## src/rtl/axi_dma_rd_sched_if.sv

```systemverilog
// Bus bundle for the DMA read-descriptor scheduler: request ports, descriptor
// port, completion status input, routed completions and scheduler status.
interface axi_dma_rd_sched_if #(
  parameter int PORTS          = 4,
  parameter int AXI_ADDR_WIDTH = 16,
  parameter int LEN_WIDTH      = 20,
  parameter int TAG_WIDTH      = 8
);
  localparam int PB  = $clog2(PORTS);
  localparam int UTW = TAG_WIDTH - PB;

  logic                            enable;
  logic [PORTS*AXI_ADDR_WIDTH-1:0] s_req_addr;
  logic [PORTS*LEN_WIDTH-1:0]      s_req_len;
  logic [PORTS*UTW-1:0]            s_req_tag;
  logic [PORTS-1:0]                s_req_valid;
  logic [PORTS-1:0]                s_req_ready;
  logic [AXI_ADDR_WIDTH-1:0]       m_desc_addr;
  logic [LEN_WIDTH-1:0]            m_desc_len;
  logic [TAG_WIDTH-1:0]            m_desc_tag;
  logic                            m_desc_valid;
  logic                            m_desc_ready;
  logic [TAG_WIDTH-1:0]            s_status_tag;
  logic [3:0]                      s_status_error;
  logic                            s_status_valid;
  logic [PORTS-1:0]                m_done_valid;
  logic [UTW-1:0]                  m_done_tag;
  logic [3:0]                      m_done_error;
  logic [7:0]                      outstanding;
  logic                            status_underflow;

  modport master (
    input  enable, s_req_addr, s_req_len, s_req_tag, s_req_valid,
    output s_req_ready,
    output m_desc_addr, m_desc_len, m_desc_tag, m_desc_valid,
    input  m_desc_ready,
    input  s_status_tag, s_status_error, s_status_valid,
    output m_done_valid, m_done_tag, m_done_error,
    output outstanding, status_underflow
  );

  modport slave (
    output enable, s_req_addr, s_req_len, s_req_tag, s_req_valid,
    input  s_req_ready,
    input  m_desc_addr, m_desc_len, m_desc_tag, m_desc_valid,
    output m_desc_ready,
    output s_status_tag, s_status_error, s_status_valid,
    input  m_done_valid, m_done_tag, m_done_error,
    input  outstanding, status_underflow
  );
endinterface

```

## src/rtl/axi_dma_rd_sched.sv

```systemverilog
// Round-robin scheduler sharing one DMA read-descriptor port among PORTS
// requesters, with an outstanding-descriptor limit and completion routing.
module axi_dma_rd_sched #(
  parameter int PORTS           = 4,
  parameter int AXI_ADDR_WIDTH  = 16,
  parameter int LEN_WIDTH       = 20,
  parameter int TAG_WIDTH       = 8,
  parameter int MAX_OUTSTANDING = 8
) (
  input logic                clk,
  input logic                rst_n,
  axi_dma_rd_sched_if.master bus
);
  localparam int PB  = $clog2(PORTS);
  localparam int UTW = TAG_WIDTH - PB;
  localparam logic [7:0]       MAX_OUT  = 8'(MAX_OUTSTANDING);
  localparam logic [PORTS-1:0] ONE_HOT0 = {{(PORTS-1){1'b0}}, 1'b1};

  typedef enum logic {IDLE = 1'b0, ISSUE = 1'b1} state_t;

  state_t                    state_r, state_s;
  logic [PB-1:0]             rr_ptr_r, grant_port_r, pick_s;
  logic                      pick_found_s, grant_s, issue_hs_s;
  logic [7:0]                outstanding_r;
  logic                      underflow_r;
  logic [AXI_ADDR_WIDTH-1:0] desc_addr_r;
  logic [LEN_WIDTH-1:0]      desc_len_r;
  logic [TAG_WIDTH-1:0]      desc_tag_r;
  logic                      desc_valid_r;
  logic [PORTS-1:0]          done_valid_r;
  logic [UTW-1:0]            done_tag_r;
  logic [3:0]                done_error_r;

  // First valid requester at or after rr_ptr, wrapping modulo PORTS
  always_comb begin : rr_search
    logic [PB-1:0] idx_v;
    pick_s       = rr_ptr_r;
    pick_found_s = 1'b0;
    idx_v        = rr_ptr_r;
    for (int k = 0; k < PORTS; k++) begin
      idx_v = rr_ptr_r + PB'(k);
      if (!pick_found_s && bus.s_req_valid[idx_v]) begin
        pick_s       = idx_v;
        pick_found_s = 1'b1;
      end else begin
        pick_found_s = pick_found_s;
      end
    end
  end

  // Next-state and grant/handshake decode
  always_comb begin
    state_s    = state_r;
    grant_s    = 1'b0;
    issue_hs_s = 1'b0;
    case (state_r)
      IDLE: begin
        if (bus.enable && pick_found_s && (outstanding_r < MAX_OUT)) begin
          grant_s = 1'b1;
          state_s = ISSUE;
        end else begin
          state_s = IDLE;
        end
      end
      ISSUE: begin
        if (bus.m_desc_ready) begin
          issue_hs_s = 1'b1;
          state_s    = IDLE;
        end else begin
          state_s = ISSUE;
        end
      end
      default: state_s = IDLE;
    endcase
  end

  // State register
  always_ff @(posedge clk or negedge rst_n) begin
    if (!rst_n) begin
      state_r <= IDLE;
    end else begin
      state_r <= state_s;
    end
  end

  // Descriptor capture on grant, release on handshake, pointer advance
  always_ff @(posedge clk or negedge rst_n) begin
    if (!rst_n) begin
      desc_addr_r  <= '0;
      desc_len_r   <= '0;
      desc_tag_r   <= '0;
      desc_valid_r <= 1'b0;
      grant_port_r <= '0;
      rr_ptr_r     <= '0;
    end else if (grant_s) begin
      desc_addr_r  <= bus.s_req_addr[pick_s*AXI_ADDR_WIDTH +: AXI_ADDR_WIDTH];
      desc_len_r   <= bus.s_req_len[pick_s*LEN_WIDTH +: LEN_WIDTH];
      desc_tag_r   <= {pick_s, bus.s_req_tag[pick_s*UTW +: UTW]};
      desc_valid_r <= 1'b1;
      grant_port_r <= pick_s;
    end else if (issue_hs_s) begin
      desc_valid_r <= 1'b0;
      rr_ptr_r     <= grant_port_r + PB'(1'b1);
    end else begin
      desc_valid_r <= desc_valid_r;
    end
  end

  // Outstanding count; a status with nothing outstanding only flags underflow
  always_ff @(posedge clk or negedge rst_n) begin
    if (!rst_n) begin
      outstanding_r <= 8'd0;
      underflow_r   <= 1'b0;
    end else begin
      if (issue_hs_s && bus.s_status_valid) begin
        outstanding_r <= outstanding_r;
      end else if (issue_hs_s) begin
        outstanding_r <= outstanding_r + 8'd1;
      end else if (bus.s_status_valid && (outstanding_r != 8'd0)) begin
        outstanding_r <= outstanding_r - 8'd1;
      end else begin
        outstanding_r <= outstanding_r;
      end
      if (bus.s_status_valid && (outstanding_r == 8'd0)) begin
        underflow_r <= 1'b1;
      end else begin
        underflow_r <= underflow_r;
      end
    end
  end

  // Completion routing: upper tag bits select the requester
  always_ff @(posedge clk or negedge rst_n) begin
    if (!rst_n) begin
      done_valid_r <= '0;
      done_tag_r   <= '0;
      done_error_r <= 4'h0;
    end else if (bus.s_status_valid) begin
      done_valid_r <= ONE_HOT0 << bus.s_status_tag[TAG_WIDTH-1 -: PB];
      done_tag_r   <= bus.s_status_tag[UTW-1:0];
      done_error_r <= bus.s_status_error;
    end else begin
      done_valid_r <= '0;
    end
  end

  assign bus.s_req_ready      = (grant_s && rst_n) ? (ONE_HOT0 << pick_s) : '0;
  assign bus.m_desc_addr      = desc_addr_r;
  assign bus.m_desc_len       = desc_len_r;
  assign bus.m_desc_tag       = desc_tag_r;
  assign bus.m_desc_valid     = desc_valid_r;
  assign bus.m_done_valid     = done_valid_r;
  assign bus.m_done_tag       = done_tag_r;
  assign bus.m_done_error     = done_error_r;
  assign bus.outstanding      = outstanding_r;
  assign bus.status_underflow = underflow_r;
endmodule

```

## src/flat_wrapper.sv

```systemverilog
// flat-port wrapper written by rule: the top's interface ports become plain ports
module axi_dma_rd_sched_flat 
#(
  parameter int PORTS           = 4,
  parameter int AXI_ADDR_WIDTH  = 16,
  parameter int LEN_WIDTH       = 20,
  parameter int TAG_WIDTH       = 8,
  parameter int MAX_OUTSTANDING = 8
)
  (clk, rst_n, bus_enable, bus_s_req_addr, bus_s_req_len, bus_s_req_tag, bus_s_req_valid, bus_s_req_ready, bus_m_desc_addr, bus_m_desc_len, bus_m_desc_tag, bus_m_desc_valid, bus_m_desc_ready, bus_s_status_tag, bus_s_status_error, bus_s_status_valid, bus_m_done_valid, bus_m_done_tag, bus_m_done_error, bus_outstanding, bus_status_underflow);
  axi_dma_rd_sched_if #(.PORTS(PORTS), .AXI_ADDR_WIDTH(AXI_ADDR_WIDTH), .LEN_WIDTH(LEN_WIDTH), .TAG_WIDTH(TAG_WIDTH)) bus_i ();
  input logic clk;
  input logic rst_n;
  input wire logic [$bits(bus_i.enable)-1:0] bus_enable;
  input wire logic [$bits(bus_i.s_req_addr)-1:0] bus_s_req_addr;
  input wire logic [$bits(bus_i.s_req_len)-1:0] bus_s_req_len;
  input wire logic [$bits(bus_i.s_req_tag)-1:0] bus_s_req_tag;
  input wire logic [$bits(bus_i.s_req_valid)-1:0] bus_s_req_valid;
  output wire logic [$bits(bus_i.s_req_ready)-1:0] bus_s_req_ready;
  output wire logic [$bits(bus_i.m_desc_addr)-1:0] bus_m_desc_addr;
  output wire logic [$bits(bus_i.m_desc_len)-1:0] bus_m_desc_len;
  output wire logic [$bits(bus_i.m_desc_tag)-1:0] bus_m_desc_tag;
  output wire logic [$bits(bus_i.m_desc_valid)-1:0] bus_m_desc_valid;
  input wire logic [$bits(bus_i.m_desc_ready)-1:0] bus_m_desc_ready;
  input wire logic [$bits(bus_i.s_status_tag)-1:0] bus_s_status_tag;
  input wire logic [$bits(bus_i.s_status_error)-1:0] bus_s_status_error;
  input wire logic [$bits(bus_i.s_status_valid)-1:0] bus_s_status_valid;
  output wire logic [$bits(bus_i.m_done_valid)-1:0] bus_m_done_valid;
  output wire logic [$bits(bus_i.m_done_tag)-1:0] bus_m_done_tag;
  output wire logic [$bits(bus_i.m_done_error)-1:0] bus_m_done_error;
  output wire logic [$bits(bus_i.outstanding)-1:0] bus_outstanding;
  output wire logic [$bits(bus_i.status_underflow)-1:0] bus_status_underflow;
  assign bus_i.enable = bus_enable;
  assign bus_i.s_req_addr = bus_s_req_addr;
  assign bus_i.s_req_len = bus_s_req_len;
  assign bus_i.s_req_tag = bus_s_req_tag;
  assign bus_i.s_req_valid = bus_s_req_valid;
  assign bus_s_req_ready = bus_i.s_req_ready;
  assign bus_m_desc_addr = bus_i.m_desc_addr;
  assign bus_m_desc_len = bus_i.m_desc_len;
  assign bus_m_desc_tag = bus_i.m_desc_tag;
  assign bus_m_desc_valid = bus_i.m_desc_valid;
  assign bus_i.m_desc_ready = bus_m_desc_ready;
  assign bus_i.s_status_tag = bus_s_status_tag;
  assign bus_i.s_status_error = bus_s_status_error;
  assign bus_i.s_status_valid = bus_s_status_valid;
  assign bus_m_done_valid = bus_i.m_done_valid;
  assign bus_m_done_tag = bus_i.m_done_tag;
  assign bus_m_done_error = bus_i.m_done_error;
  assign bus_outstanding = bus_i.outstanding;
  assign bus_status_underflow = bus_i.status_underflow;
  axi_dma_rd_sched #(.PORTS(PORTS), .AXI_ADDR_WIDTH(AXI_ADDR_WIDTH), .LEN_WIDTH(LEN_WIDTH), .TAG_WIDTH(TAG_WIDTH), .MAX_OUTSTANDING(MAX_OUTSTANDING)) u_core (.clk(clk), .rst_n(rst_n), .bus(bus_i));
endmodule
```

## config.mk

```make
export PLATFORM = sky130hd
export DESIGN_NAME = axi_dma_rd_sched_flat
export DESIGN_NICKNAME = d
export VERILOG_FILES = /design/src/rtl/axi_dma_rd_sched_if.sv /design/src/rtl/axi_dma_rd_sched.sv /design/src/flat_wrapper.sv
export SDC_FILE = /design/constraint.sdc
export NUM_CORES = 1
export LEC_CHECK = 0
export BUFFER_PORTS_ARGS = -buffer_cell sky130_fd_sc_hd__buf_4
export CORE_MARGIN = 1.5
export CORE_UTILIZATION = 44
export DETAILED_ROUTE_END_ITERATION = 10
export GPL_ROUTABILITY_DRIVEN = 0
export PLACE_DENSITY = 0.84
export SLEW_MARGIN = 40
export SYNTH_ARGS = -nofsm -noshare
export SYNTH_HDL_FRONTEND = slang
export SYNTH_SLANG_ARGS = --single-unit
```

## constraint.sdc

```tcl
create_clock -name clk -period 3 [get_ports clk]
set_input_delay 0.6 -clock clk [delete_from_list [all_inputs] [get_ports clk]]
set_output_delay 0.6 -clock clk [all_outputs]
set_load 0.01 [all_outputs]
```

# == After elaboration in Yosys (flattened, before gate mapping) ==
# Cells that the tools add are included.
# classes
n_addsub,6
multipliers,2
div,0
n_lt_le_gt_ge,5
eq_ne,0
shifts,5
n_mux,27
bitwise,3
reduce_logical,18
# ops
cell,n
$shiftx 80x8->20,1
$shiftx 64x7->16,1
$shiftx 24x6->6,1
$mux 8,2
$mux 1,15
$lt 2x3->1 const B,4
$logic_and 1x1->1,9
$add 8x1->8 const B,1
$bmux 1 s2,4
$logic_not 8->1,1
$lt 8x4->1 const B,1
$mux 4,2
$reduce_bool 8->1,1
$shl 1x2->4 const A,2
$sub 8x1->8 const B,1
$mux 2,3
$mul 2x3->5 const B,1
$add 2x1->2 const B,2
$add 2x2->2 const B,2
$mul 2x2->4 const B,1
$reduce_and 2->1,2
$reduce_bool 2->1,2
$logic_not 1->1,3
$not 1->1,3
$pmux 1 s2,1
# totals
ff_bits,73
latch_bits,0
ramBits,0
rom_bits,0
inputBits,189
memories,0

# == Longest topological paths before layout ==
# depth
word_depth,18
mapped_depth,7
ltp_nobuf,7

# == Worst setup path after synthesis ==
# No wires, ideal clock.
# synth_path
kind,flip-flop to output port
start,"reg u_core.outstanding_r[6], in the netlist u_core.bus.outstanding[6]"
end,out bus_s_req_ready[0]
arrival_ns,1.969
slack_ns,0.431
stages_incl_launch_ff,6
n_path_buf,1
path_cell_list,dfrtp_1 -> or4_1 -> or2_1 -> nor4b_1 -> clkbuf_1 -> and3_1
# synth_between
elab_chain_cells,6
# synth_rtl
element,line,source
start: declaration,axi_dma_rd_sched.sv:24,logic [7:0] outstanding_r;
start signal: assignment,axi_dma_rd_sched.sv:116,outstanding_r <= outstanding_r;
start signal: assignment,axi_dma_rd_sched.sv:118,outstanding_r <= outstanding_r + 8'd1;
start signal: assignment,axi_dma_rd_sched.sv:120,outstanding_r <= outstanding_r - 8'd1;
$lt 8x4->1,axi_dma_rd_sched.sv:58,if (bus.enable && pick_found_s && (outstanding_r < MAX_OUT)) begin
$logic_and 1x1->1,axi_dma_rd_sched.sv:58,
$mux 1,axi_dma_rd_sched.sv:58,
$mux 1,axi_dma_rd_sched.sv:56,case (state_r)
$logic_and 1x1->1,axi_dma_rd_sched.sv:147,assign bus.s_req_ready = (grant_s && rst_n) ? (ONE_HOT0 << pick_s) : '0;
$mux 4,axi_dma_rd_sched.sv:147,
end: declaration,flat_wrapper.sv:19,output wire logic [$bits(bus_i.s_req_ready)-1:0] bus_s_req_ready;
# Every way passes these cells.

# == Final worst setup path ==
# layout_path
start,"reg u_core.outstanding_r[6], in the netlist u_core.bus.outstanding[6]"
end,out bus_s_req_ready[2]
# The elaborated chain is that of the path after synthesis.

==> metrics.md <==
| Metric | Value |
|---|---|
| Status | `finished, violations left` |
| Failing checks | `setup timing` |
| Unrepaired setup endpoints after global routing | `true` |
| Kind of end point of the critical path | `output pin` |
| Total congestion overflow | `0` |
| Synth Cell Area | `0.00428 mm²` |
| Layout cells sized above 1 | `0.463` |
| CTS tree | `built` |
| Max_cap viols | `0` |
| Clk_skew | `0.0124 ns` |
| Mean Syn Cell Area | `9.52 µm²` |
| Critical-path top delay cell | `or4_4` |
| Setup TNS | `-0.0371 ns` |
| Total number of vias | `5118` |
| Reg2Reg Setup Slack | `0.25 ns` |
| All-layer global routing usage | `0.330` |
| CP max FO | `6` |
| CTS Root Cell | `clkbuf_8` |
| Critical path type | `register to output pin` |
| DR DRC count | `0` |
| Yosys reg bits | `71` |
| Starting Density | `0.459` |
| Number of flops mapped to enable cells by yosys | `0` |
| Yosys warning count | `0` |
| DIE WIDTH | `102 µm` |
| CTS max path bufs | `2` |
| Sequential Area | `0.00178 mm²` |
| Worst slew pin tran | `0.756 ns` |
| Relative slew slack | `0.495` |
| Site Rows | `35` |
| Largest net degree at the start of global routing | `48` |
| Clk slew on worst S/H paths | `0.09 ns` |
| Area Growth Syn to Fin | `55.1%` |
| Largest stage delay on the critical path | `0.57 ns` |
| Ys async rst share | `1.00` |
| Synth Flop Type | `dfrtp_1` |
| Largest delay share family, worst path | `simple AND/OR/NAND/NOR gates` |
| Post-Layout Cell Count | `833` |
| Drt pass-1 iters | `6` |
| Nets | `895` |
| Post-DP HPWL | `12.6 mm` |
| Power Density | `785 mW/mm²` |
| Post-DRT Antenna Nets | `0` |
| H-tree Lvls | `3` |
| Top cell by count, worst path | `buf_4` |
| Final core occ | `0.713` |
| Sequential-to-total area share from yosys stat | `0.415` |
| Synth cell types | `51` |
| Cts bufs inserted | `9` |
| Via-per-instance ratio | `6.14` |
| WL/cell | `21.0 µm` |
| Final hold violation count | `0` |
| Tmin final | `3.04 ns` |
| Post-Route WL | `17.5 mm` |
| Worst setup slack after layout | `-0.0371 ns` |
| Area of the multi-input gates | `0.00239 mm²` |
| Clock sink total | `71` |
| Total power | `5.21 mW` |
| Cells after DPL | `813` |
| Leakage | `3.05 nW` |
| Number of buffers inserted by hold repair at cts | `0` |
| DRT iter0 DRCs | `366` |
| Bufs and invs on worst path | `2` |
| Vias in the first global route | `5201` |
| Commonest non-fill, non-tap cell in the layout | `buf_4` |
| Worst-Skew Late Latency | `0.35 ns` |
| Commonest cells after routing, fill and taps aside | `buf_4 (284), dfrtp_1 (71), a21oi_1 (51), o21ai_0 (50), nand3_1 (44)` |
| CP arrival | `2.44 ns` |
| Mapped Cells | `450` |
| First-pass GRT wire length | `25.9 mm` |
| Fmax | `329 MHz` |
| Critical Path RT | `2.40 ns` |
| Die Span Y | `102 µm` |
| Number of port buffers | `260` |
| Initial antenna violation count | `0` |
| Final-layout fill cell count | `722` |
| # IOs | `261` |
| Critical path, cell by cell | `or4_4 -> or2_4 -> nor4b_4 -> buf_4 -> and3_1 -> buf_4` |
| Final slew viol count | `0` |
| Hold crit path type | `primary input to asynchronous set/reset pin` |
| CP startpoint kind | `register` |
| Number of diodes | `0` |
| Crit share post-route | `1.01` |
| Final setup viols | `1` |
| Maximum vdd drop | `532 µV` |
| Core box area | `0.00933 mm²` |
| Net Count, Synth | `646` |
| Die area | `0.0103 mm²` |
-- worst paths after layout --
path,to,from,cells past startpoint
worst min register to register,u_core.bus.status_underflow,u_core.bus.status_underflow,1
max in group asynchronous,u_core.rr_ptr_r[0],rst_n,2
worst max register to register,u_core.bus.m_desc_addr[10],u_core.bus.outstanding[6],5
worst min-delay path,u_core.bus.m_desc_addr[6],rst_n,1
min in group clk,u_core.bus.m_done_valid[1],bus_s_status_tag[7],2
worst max-delay path,bus_s_req_ready[2],u_core.bus.outstanding[6],6
-- per-stage QoR --
stage	hold slack [ns]	cell area (µm²)	setup slack [ns]
5_1_grt	0.189	6650	-0.0745
4_1_cts	0.178	6610	0.0141
2_1_floorplan	0.304	4280	0.431
3_3_place_gp	0.444	6420	0.302
3_5_place_dp	0.451	6420	0.114
6_report	0.169	6650	-0.0371
-- cells by family (layout without fill, tap and decap cells) --
family,after synthesis,in the layout,share of synthesized area
AO/OA/AOI/OAI,209,209,0.346
flip-flops,71,71,0.415
adder cells (fa/ha/maj),7,7,0.0222
AND/OR/NAND/NOR,92,92,0.114
multiplexers,14,14,0.0365
XOR/XNOR,8,8,0.0164
buffers and inverters,49,303,0.0505
-- layout make-up --
type | count | share of cell area
multi-input combinational | 330 | 0.360
timing repair buffer | 284 | 0.321
sequential | 71 | 0.267
tap | 129 | 0.0243
clock buffer | 9 | 0.0186
clock inverter | 7 | 0.00715
inverter | 3 | 0.00169
-- synth_stat cells (3+ instances only) --
library cell | count | area share
clkbuf_1 | 39 | 0.034
o22a_1 | 42 | 0.086
a21o_1 | 3 | 0.0053
xor2_1 | 4 | 0.0082
nor3_1 | 4 | 0.0047
nor2_1 | 9 | 0.0079
dfrtp_1 | 71 | 0.41
nand2_1 | 9 | 0.0079
nand3_1 | 44 | 0.051
a221o_1 | 43 | 0.10
mux2_2 | 13 | 0.034
inv_1 | 3 | 0.0026
ha_1 | 6 | 0.018
and3_1 | 5 | 0.0073
a21oi_1 | 51 | 0.060
buf_6 | 4 | 0.011
nor2b_1 | 7 | 0.010
o21ai_0 | 50 | 0.058
xnor2_1 | 4 | 0.0082
-- registers in the layout, summed over array words and instances (netlist names) --
signal / flops
u_core.bus.m_desc_len: 20
u_core.bus.m_desc_addr: 16
u_core.bus.m_desc_tag: 8
u_core.bus.outstanding: 8
u_core.bus.m_done_tag: 6
u_core.bus.m_done_error: 4
u_core.bus.m_done_valid: 4
u_core.rr_ptr_r: 2
u_core.bus.m_desc_valid: 1
u_core.bus.status_underflow: 1
u_core.state_r: 1
-- power by group --
part / switching (mW) / internal [mW]
Sequential: 0.339 / 1.35
Combinational: 1.42 / 1.40
Clock: 0.404 / 0.300
-- layer usage --
metal / wire length, µm / vias to the layer above / track usage
li1: - / 2265 / -
met1: 6360 / 2457 / 0.377
met2: 8890 / 334 / 0.584
met3: 1610 / 62 / 0.0683
met4: 619 / 0 / 0.167
met5: 0 / - / 0
-- what timing repair did --
| item | in CTS | in global routing |
|---|---|---|
| pin swaps | 0 | 0 |
| setup endpoints to repair | 4 | 4 |
| cloned | 0 | 0 |
| setup buffers | 1 | 3 |
| gates resized for setup | 2 | 2 |
No activity file was read; power rests on OpenSTA's default activity.
